File: config.mk
export PLATFORM = sky130hd
export DESIGN_NAME = debounce_scheduler
export DESIGN_NICKNAME = d
export VERILOG_FILES = /design/src/rtl/debounce_scheduler.sv
export SDC_FILE = /design/constraint.sdc
export NUM_CORES = 1
export LEC_CHECK = 0
export ABC_AREA = 0
export BUFFER_PORTS_ARGS = -buffer_cell sky130_fd_sc_hd__buf_4
export CORE_MARGIN = 2
export CORE_UTILIZATION = 36
export DETAILED_ROUTE_END_ITERATION = 12
export PLACE_DENSITY = 0.54
export SETUP_SLACK_MARGIN = 0.02
export SYNTH_ARGS = -nofsm -noshare
export SYNTH_HDL_FRONTEND = slang
export SYNTH_SLANG_ARGS = --single-unit
File: constraint.sdc
create_clock -name clk -period 4.21 [get_ports clk]
set_input_delay 0.842 -clock clk [delete_from_list [all_inputs] [get_ports clk]]
set_output_delay 0.842 -clock clk [all_outputs]
set_load 0.1 [all_outputs]
File: src/rtl/debounce_scheduler.sv
// debounce_scheduler
//   Time-multiplexed debouncer for CHANNELS independent inputs. Each input is
//   synchronized, then one shared comparator/incrementer walks all channels
//   in a sweep started by a prescaler tick. A channel's output follows its
//   synchronized input only after STABLE consecutive differing samples.
//
// Parameters
//   CHANNELS  number of filtered inputs (>= 1)
//   DIV       tick period in clk cycles; 0 = bypass (out = synchronized in, registered)
//   STABLE    consecutive differing samples needed to flip an output (>= 1)
//
// Ports
//   clk      clock, rising edge
//   rst      synchronous, active-high reset
//   in       raw asynchronous inputs, bit i = channel i
//   out      registered filtered levels
//   change   one-cycle pulse on the bit whose out toggled (at most one high)
//   busy     high while a sweep is in progress
//   overrun  sticky: a tick arrived while a sweep was still running
//
// Build option
//   DEBOUNCE_CHANGE_EN  when defined, change pulses are generated; otherwise
//                       change is tied to 0 and out behaves identically.
module debounce_scheduler #(
    parameter int CHANNELS = 4,
    parameter int DIV      = 20,
    parameter int STABLE   = 3
) (
    input  logic                clk,
    input  logic                rst,
    input  logic [CHANNELS-1:0] in,
    output logic [CHANNELS-1:0] out,
    output logic [CHANNELS-1:0] change,
    output logic                busy,
    output logic                overrun
);

    // Two-flop synchronizer; nothing downstream ever looks at raw in.
    logic [CHANNELS-1:0] sync1, sync2;

    always_ff @(posedge clk) begin
        if (rst) begin
            sync1 <= '0;
            sync2 <= '0;
        end else begin
            sync1 <= in;
            sync2 <= sync1;
        end
    end

    generate
        if (DIV == 0) begin : g_bypass
            // No filtering: one register stage after the synchronizer.
            always_ff @(posedge clk) begin
                if (rst) out <= '0;
                else     out <= sync2;
            end

            assign change  = '0;
            assign busy    = 1'b0;
            assign overrun = 1'b0;
        end else begin : g_sched
            localparam int PW  = (DIV > 1) ? $clog2(DIV) : 1;
            localparam int CHW = (CHANNELS > 1) ? $clog2(CHANNELS) : 1;
            localparam int CW  = $clog2(STABLE + 1);

            typedef enum logic {IDLE, SCAN} state_t;

            state_t                        state, state_nx;
            logic [CHW-1:0]                ch, ch_nx;
            logic [PW-1:0]                 presc;
            logic                          tick;
            logic [CHANNELS-1:0][CW-1:0]   cnt;
            logic [CHANNELS-1:0]           out_r;
            logic                          ovr_r;
            logic                          diff, hit;
            logic [CW-1:0]                 cnt_inc;

            // Free-running prescaler; tick marks the DIV-1 -> 0 wrap.
            assign tick = (presc == PW'(DIV - 1));

            always_ff @(posedge clk) begin
                if (rst)       presc <= '0;
                else if (tick) presc <= '0;
                else           presc <= presc + 1'b1;
            end

            always_ff @(posedge clk) begin
                if (rst) begin
                    state <= IDLE;
                    ch    <= '0;
                end else begin
                    state <= state_nx;
                    ch    <= ch_nx;
                end
            end

            // Ticks seen in SCAN are dropped here; they only feed overrun.
            always_comb begin
                state_nx = state;
                ch_nx    = ch;
                busy     = 1'b0;
                case (state)
                    IDLE: begin
                        if (tick) begin
                            state_nx = SCAN;
                            ch_nx    = '0;
                        end
                    end
                    SCAN: begin
                        busy = 1'b1;
                        if (ch == CHW'(CHANNELS - 1)) begin
                            state_nx = IDLE;
                            ch_nx    = '0;
                        end else begin
                            ch_nx = ch + 1'b1;
                        end
                    end
                    default: begin
                        state_nx = IDLE;
                        ch_nx    = '0;
                    end
                endcase
            end

            // Shared slot datapath: only channel ch is looked at this cycle.
            // cnt never holds STABLE, so cnt_inc always fits in CW bits.
            assign diff    = sync2[ch] ^ out_r[ch];
            assign cnt_inc = cnt[ch] + CW'(1);
            assign hit     = diff && (cnt_inc == CW'(STABLE));

            always_ff @(posedge clk) begin
                if (rst) begin
                    cnt   <= '0;
                    out_r <= '0;
                    ovr_r <= 1'b0;
                end else begin
                    if (state == SCAN && tick) ovr_r <= 1'b1;
                    if (state == SCAN) begin
                        // Any agreeing sample wipes the run: no partial credit.
                        if (!diff) begin
                            cnt[ch] <= '0;
                        end else if (hit) begin
                            cnt[ch]   <= '0;
                            out_r[ch] <= sync2[ch];
                        end else begin
                            cnt[ch] <= cnt_inc;
                        end
                    end
                end
            end

            assign out     = out_r;
            assign overrun = ovr_r;

`ifdef DEBOUNCE_CHANGE_EN
            // One slot per cycle means at most one bit is ever set here.
            logic [CHANNELS-1:0] chg_r;

            always_ff @(posedge clk) begin
                if (rst) begin
                    chg_r <= '0;
                end else begin
                    chg_r <= '0;
                    if (state == SCAN && hit) chg_r[ch] <= 1'b1;
                end
            end

            assign change = chg_r;
`else
            assign change = '0;
`endif
        end
    endgenerate

endmodule

==> results.toml, run 1 <==
[run_status]
status = "completed"

[yosys]
post_synth.cell_area_avg_um2 = 9.900
syn_inst = 137
synth_cell_types = 28
ys.flop_type = "dfxtp_1"
yosysSeqAreaShare_pct = 42.80
ys_seq_elements = 29
synth-async-reset-ratio_pct = 0
synth_edf_count = 0
synth_area_um2 = 1356
yosys_warnings = 0

[sta]
skew_ns = 0.005419
slew_violations = 0
finalHoldViolCount = 0
min_period_over_period_pct = 54.05
tightest_slew_ns = 0.7100
timing.hold.ws_ns = 0.4379
final-setup-viol-count = 0
min_period_ns = 2.276
relSlewSlack_pct = 52.02
setup-tns-final_ns = 0
grt_setup_unrepaired = "false"
fmax_mhz = 439.5
worst_slack_ns = 1.934

[setup_path]
critical_path.endpoint = "out[1]"
slowest_delay_ns = 0.62
start_kind = "flip-flop"
arrival_ns = 2.43
ff2ff_setup_slack_ns = 1.93
r2r_start = "g_sched.ch[0]"
worstPathRequired_ns = 4.37
path_buf_inv = 1
slowest_stage = "mux4_2"
path_depth = 6
cp-startpoint = "g_sched.ch[0]"
r2r-end = "out[1]"
crit_type = "reg2reg"
cp_top_family = "multiplexers"
worstPathCellList = "mux4_2 > inv_1 > ha_1 > nand2_1 > nor4bb_1 > nor4_2"
reg2reg_depth = 6
critPathMaxFanout = 9
worst_setup_path_end_kind = "flip-flop"

[power]
clkPwrFrac_pct = 38.6
switchingPower_w = 0.0001232
p_int_w = 0.0003986
p_comb_share_pct = 7.1
p_leak_nw = 0.5442
swShare_pct = 23.62
power_density_nw_per_um2 = 341.6
p_seq_share_pct = 54.3
peakVddDrop_v = 0.0002212

[floorplan]
num_rows = 22
die_w_um = 65.38
die_area_um2 = 4275
pin_count = 16
fp.coreArea_um2 = 3633
die_h_um = 65.38
start_util_pct = 37.33

[routing]
dr.pass1.iters = 4
vias = 970
drt-met1-wl_um = 1111
ant_nets = 0
wl_met2_um = 1125
routedWlPerCell_um = 12.29
drc = 0
wirelength_um = 2396
wl_met3_um = 107
highest_layer = "met4"
drt_iter0_markers = 49
via_per_inst = 4.974

[clocking]
cts-root-buf = "clkbuf_8"
clockBufferDepth = 2
clk_latency_ns = 0.27
clkTransAtPathRegs_ns = 0.06
ctsResizeCount = 0
htreeDepth = 2
postCtsSetupBuffers = 0
cts_hold_buf = 0
cts_sinks = 29
cts_inserted_buffers = 5
tritoncts = "done"

[global_routing]
grt_pass1_vias = 955
track_usage_pct = 13.56
grt_antenna_before_repair = 0
grt_pass1_wl_um = 4333
grt.overflow.total = 0
grt_max_degree = 25

[cells_and_area]
antenna_cells = 0
syn2layout_area_growth_pct = 12.64
layout.nets = 160
drive_above_1_share_pct = 21.77

[placed_design]
hpwl_um = 1734
pre_cts_ws_ns = 1.927
portBuffers = 11
gp_congestion = 0.8327

[min_path]
worst_hold_path_type = "reg2reg"

[flow_run]
maxCapViolCount = 0
[kinds of logic after synthesis]
| family | after synthesis | synth area share [%] |
|---|---|---|
| simple gates | 56 | 24.45 |
| fa+ha+maj | 6 | 5.535 |
| flops | 29 | 42.80 |
| compound gates | 23 | 12.27 |
| mux | 4 | 6.642 |
| xor+xnor | 3 | 2.491 |
| other cells | 1 | 0.2765 |
| buf+inv | 15 | 5.536 |
[layout by cell type (no fill, tap or decap), drive strengths merged]
cell type and count:
dfxtp 29, a21oi 8, nor2 11, and4bb 1, o21ai 2, ha 6
o21ba 4, nand2 13, nor4 4, xor2 1, or3 1, xnor2 2
clkbuf 5, and3b 1, o22a 1, inv 5, buf 11, o31ai 2
nor2b 10, conb 4, nand2b 3, o41ai 6, nand3 6, or2 2
mux4 4, clkinv 1, nor4bb 4
[worst min path at each step]
stage,from,slack (ns),endpoint,cells after the start
finish,sync1[0],0.44,sync2[0],1
global route,sync1[1],0.47,sync2[1],1
CTS,sync1[1],0.45,sync2[1],1
detailed placement,sync1[0],0.43,sync2[0],1
global placement,sync1[0],0.42,sync2[0],1
floorplan,sync1[0],0.41,sync2[0],1
[stage by stage]
stage	total power (W)	std cells	utilization [%]	cell area, um2
2_1_floorplan	0.0003225	140	-	1368
3_3_place_gp	0.0003258	189	40.01	1454
3_5_place_dp	0.0003267	189	40.01	1454
4_1_cts	0.0005318	195	42.05	1528
5_1_grt	0.0005509	195	42.05	1528
6_report	0.0005218	195	42.05	1528
[worst register-to-register path, stage by stage (launching register included)]
cell	delay, ns
dfxtp_1	0.58
mux4_2	0.62
inv_1	0.09
ha_1	0.26
nand2_1	0.14
nor4bb_1	0.39
nor4_2	0.08
[power groups by stage]
| stage | Combinational, W | Sequential (W) | Clock [W] |
|---|---|---|---|
| after floorplan | 0.0000339 | 0.000289 | 0 |
| after global placement | 0.0000367 | 0.000289 | 0 |
| after detailed placement | 0.0000373 | 0.000289 | 0 |
| after CTS | 0.0000373 | 0.000283 | 0.000211 |
| after global routing | 0.0000407 | 0.000284 | 0.000227 |
| final | 0.0000371 | 0.000283 | 0.000201 |
[state kept, by name (all words and copies together), names as in the netlist]
register       flops
g_sched.cnt        8
out                4
sync1              4
sync2              4
g_sched.presc      5
overrun            1
g_sched.ch         2
g_sched.state      1
[routing by layer]
metal / vias up / track usage (%)
li1: 491 / -
met1: 453 / 16.18
met2: 22 / 21.30
met3: 4 / 4.623
met4: 0 / 7.552
met5: - / 0
[final cells by class]
cell class | count | area, um2
Fill cell | 379 | 2106
Timing Repair Buffer | 11 | 82.58
Clock buffer | 5 | 68.82
Sequential cell | 29 | 580.6
Tap cell | 48 | 60.06
Multi-Input combinational cell | 96 | 711.9
Clock inverter | 1 | 5.005
Inverter | 5 | 18.77
[cells in the mapped netlist, types with 2 or more instances]
cell type  instances  area, um2
nor4_2             4      50.05
dfxtp_1           29      580.6
ha_1               6      75.07
buf_4              5      37.54
a21oi_1            8      40.04
nand2b_1           3      18.77
o21ai_0            2      10.01
nor4bb_1           4      40.04
clkbuf_1           3      11.26
o41ai_1            6      52.55
nand3_1            6      30.03
mux4_2             4      90.09
nor2b_1           10      62.56
nor2_1            11      41.29
nand2_1           13      48.80
o31ai_1            2      15.01
inv_1              5      18.77
or2_2              2      12.51
buf_1              2      7.510
o21ba_2            4      40.04
No activity file was read; power rests on OpenSTA's default activity.
==> inputs of run 2 (changes only) <==
--- a/config.mk
+++ b/config.mk
@@ -10,7 +10,7 @@
 export CORE_MARGIN = 2
 export CORE_UTILIZATION = 36
 export DETAILED_ROUTE_END_ITERATION = 12
-export PLACE_DENSITY = 0.54
+export PLACE_DENSITY = 0.56
 export SETUP_SLACK_MARGIN = 0.02
 export SYNTH_ARGS = -nofsm -noshare
 export SYNTH_HDL_FRONTEND = slang
==> constraint.sdc (replaced) <==
create_clock -name clk -period 1.92 [get_ports clk]
set_input_delay 0.384 -clock clk [delete_from_list [all_inputs] [get_ports clk]]
set_output_delay 0.384 -clock clk [all_outputs]
set_load 0.1 [all_outputs]
==> results.toml, run 2 (synthesis results as in run 1) <==
[routing]
dr.pass1.iters = 4
vias = 1007
drt_iter0_markers = 39
via_per_inst = 5.010
wirelength_um = 2607
ant_nets = 0
drc = 0
routedWlPerCell_um = 12.97

[cells_and_area]
final_common_cell = "dfxtp_1"
layout.nets = 164
largest_reg_flops = 8
drive_above_1_share_pct = 32.03
antenna_cells = 0
syn2layout_area_growth_pct = 22.88
reg.largest.list = "g_sched.cnt (8), g_sched.presc (5)"
regMostFlops = "g_sched.cnt"
most-common-layout-cells = "dfxtp_1, buf_4, nand2_1"

[power]
p_leak_nw = 0.6103
peakVddDrop_v = 0.0005012
power_density_nw_per_um2 = 802.4
fin_total_pwr_w = 0.001337

[min_path]
holdPathStages = 2
min_to = "sync1[2]"
worstHoldStart = "in[2]"
worst_hold_path_type = "in2reg"

[global_routing]
grt.overflow.total = 0
grt_pass1_vias = 1011
track_usage_pct = 13.83
grt_pass1_wl_um = 4478
grt_antenna_before_repair = 0
grt_max_degree = 25

[setup_path]
worstPathCellList = "mux4_2 > ha_4 > or2_2 > o41ai_1"
worst_setup_path_end_kind = "flip-flop"
r2r-end = "g_sched.cnt[7]"
slowest_stage = "mux4_2"
critPathMaxFanout = 7
reg2reg_depth = 4
cp_top_family = "multiplexers"
worstPathRequired_ns = 2.09
crit_type = "reg2reg"
r2r_start = "g_sched.ch[0]"
arrival_ns = 2.03
path_buf_inv = 0
slowest_delay_ns = 0.53
ff2ff_setup_slack_ns = 0.06
start_kind = "flip-flop"

[sta]
grt_setup_unrepaired = "true"
fmax_mhz = 536.4
min_period_ns = 1.864
final-setup-viol-count = 0
skew_ns = 0.004793
slew_violations = 0
setup-tns-final_ns = 0
min_period_over_period_pct = 97.10
finalHoldViolCount = 0

[placed_design]
portBuffers = 11
hpwl_um = 1821
gp_congestion = 0.8349

[clocking]
postCtsSetupBuffers = 0
clockBufferDepth = 2
htreeDepth = 2
cts-root-buf = "clkbuf_8"
cts_hold_buf = 0
cts_sinks = 29
clkTransAtPathRegs_ns = 0.07
ctsResizeCount = 0
tritoncts = "done"
clk_latency_ns = 0.28
cts_inserted_buffers = 5

[floorplan]
fp.coreArea_um2 = 3633
num_rows = 22
start_util_pct = 37.33
die_h_um = 65.38
die_area_um2 = 4275
pin_count = 16
die_w_um = 65.38

[flow_run]
maxCapViolCount = 0

[run_status]
status = "completed"
==> run 2: cell types whose count changed in the layout (fill, tap and decap cells not counted), sizes merged <==
cell / change
buf: +4
bufinv: +1
clkinvlp: +1
==> run 2: cell type report <==
| class | instances | area, um2 |
|---|---|---|
| clock buffers | 5 | 68.82 |
| repair buffers | 15 | 116.4 |
| multi-input cells | 96 | 765.7 |
| well taps | 48 | 60.06 |
| flip-flops and latches | 29 | 590.6 |
| clock inverters | 3 | 46.29 |
| fillers | 359 | 1967 |
| inverters | 5 | 18.77 |
==> run 2: worst max-delay path by stage <==
| stage | startpoint | to | slack (ns) | depth (start not counted) |
|---|---|---|---|---|
| floorplan | g_sched.ch[0] | g_sched.cnt[3] | -0.02 | 6 |
| global placement | g_sched.ch[0] | out[0] | 0.09 | 6 |
| detailed placement | g_sched.ch[0] | g_sched.cnt[3] | 0.04 | 4 |
| CTS | g_sched.ch[0] | g_sched.cnt[3] | 0.04 | 4 |
| global route | g_sched.ch[0] | g_sched.cnt[3] | -0.02 | 4 |
| finish | g_sched.ch[0] | g_sched.cnt[7] | 0.06 | 4 |
==> run 2: power by group <==
part / leakage, nW / internal (W) / switching (W)
logic: 0.317 / 0.0000222 / 0.0000621
clock network: 0.0543 / 0.000388 / 0.000246
registers: 0.239 / 0.000613 / 0.00000632
==> run 2: per-layer routing <==
metal,GRT usage (%),up-vias,wire [um]
li1,-,504,-
met1,15.81,483,1186
met2,22.58,18,1281
met4,6.510,0,23
met5,0,-,0
met3,5.479,2,114
==> run 2: through the flow <==
stage	area [um2]	setup slack, ns	hold slack, ns	std cells	utilization [%]
2_1_floorplan	1393	-0.02391	0.4138	140	-
6_report	1667	0.05559	0.3112	201	45.87
3_3_place_gp	1504	0.09271	0.4222	193	41.39
3_5_place_dp	1504	0.03912	0.4248	193	41.39
5_1_grt	1667	-0.02147	0.3127	201	45.87
4_1_cts	1619	0.03601	0.3008	201	44.56
==> inputs of run 3 (changes only) <==
--- a/config.mk
+++ b/config.mk
@@ -9,6 +9,7 @@
 export BUFFER_PORTS_ARGS = -buffer_cell sky130_fd_sc_hd__buf_4
 export CORE_MARGIN = 2
 export CORE_UTILIZATION = 36
+export CTS_BUF_LIST = sky130_fd_sc_hd__clkbuf_16
 export DETAILED_ROUTE_END_ITERATION = 12
 export PLACE_DENSITY = 0.56
 export SETUP_SLACK_MARGIN = 0.02
==> results.toml, run 3 (synthesis results as in run 1) <==
[cells_and_area]
fin_util_pct = 47.90
most-common-layout-cells = "dfxtp_1, buf_4, nand2_1"
nFillCells = 350
regArea_um2 = 590.6
drive_above_1_share_pct = 33.33
final_common_cell = "dfxtp_1"
antenna_cells = 0
regMostFlops = "g_sched.cnt"
reg.largest.list = "g_sched.cnt (8), g_sched.presc (5)"
largest_reg_flops = 8
layout.nets = 164
multiInputGateArea_um2 = 783.3
syn2layout_area_growth_pct = 28.32

[clocking]
clkTransAtPathRegs_ns = 0.05
cts_hold_buf = 0
cts_sinks = 29
htreeDepth = 2
clk_latency_ns = 0.27
tritoncts = "done"
cts_inserted_buffers = 5
clockBufferDepth = 2
ctsResizeCount = 0
cts-root-buf = "clkbuf_16"
postCtsSetupBuffers = 0

[routing]
drt_iter0_markers = 36
via_per_inst = 5.085
dr.pass1.iters = 4
ant_nets = 0
routedWlPerCell_um = 13.26
wirelength_um = 2666
vias = 1022
drc = 0

[sta]
skew_ns = 0.002570
min_period_over_period_pct = 96.26
setup-tns-final_ns = 0
min_period_ns = 1.848
finalHoldViolCount = 0
timing.hold.ws_ns = 0.3193
final-setup-viol-count = 0
worst_slack_ns = 0.07173
fmax_mhz = 541.0
slew_violations = 0
grt_setup_unrepaired = "true"

[placed_design]
pre_cts_ws_ns = 0.03912
gp_congestion = 0.8349
portBuffers = 11
hpwl_um = 1821

[flow_run]
maxCapViolCount = 0

[global_routing]
grt_pass1_vias = 1014
grt_pass1_wl_um = 4491
grt.overflow.total = 0
track_usage_pct = 13.98
grt_antenna_before_repair = 0
grt_max_degree = 25

[setup_path]
crit_type = "reg2reg"
arrival_ns = 1.99
worstPathRequired_ns = 2.07
critPathMaxFanout = 7
ff2ff_setup_slack_ns = 0.07
worst_setup_path_end_kind = "flip-flop"
start_kind = "flip-flop"

[power]
p_leak_nw = 0.6482
peakVddDrop_v = 0.0006408
power_density_nw_per_um2 = 913.0

[floorplan]
die_area_um2 = 4275
num_rows = 22
die_h_um = 65.38
die_w_um = 65.38
fp.coreArea_um2 = 3633
pin_count = 16
start_util_pct = 37.33

[run_status]
status = "completed"

[min_path]
worst_hold_path_type = "in2reg"
-- run 3: cell counts in the layout (fill, tap and decap cells not counted) --
No cell type changed its count.
-- run 3: through the flow --
step | cell area, um2 | instances | power [W]
after floorplan | 1393 | 140 | 0.0007073
after global placement | 1504 | 193 | 0.0007137
after detailed placement | 1504 | 193 | 0.0007165
after CTS | 1675 | 201 | 0.001605
after global routing | 1740 | 201 | 0.001646
final | 1740 | 201 | 0.001589
-- run 3: layout make-up --
class | instances | share of cell area (%)
multi-input cells | 96 | 45.00
flip-flops and latches | 29 | 33.93
clock buffers | 5 | 7.189
repair buffers | 15 | 6.686
well taps | 48 | 3.451
clock inverters | 3 | 2.660
inverters | 5 | 1.078
-- run 3: layer usage --
metal / global-route usage (%) / part of all wire (%)
met5: 0 / 0
met4: 6.510 / 0.86
met3: 5.993 / 4.4
met2: 22.70 / 48
met1: 15.81 / 46
-- run 3: final timing paths --
check / from / endpoint / cells past startpoint
max: g_sched.ch[0] / out[1] / 6
min: in[2] / sync1[2] / 2
max reg2reg: g_sched.ch[0] / out[1] / 6
min reg2reg: sync1[1] / sync2[1] / 1
-- run 3: where the power goes --
group,internal (W),switching [W]
combinational,0.0000229,0.0000633
sequential,0.000614,0.00000630
clock,0.000612,0.000270
total,0.00125,0.000340
-- run 3: critical path: stages, from the launching register on --
cell and delay (ns):
dfxtp_4 0.38, mux4_2 0.51, inv_1 0.11, ha_4 0.17, nand2_1 0.11, nor4bb_1 0.36, nor4_2 0.08
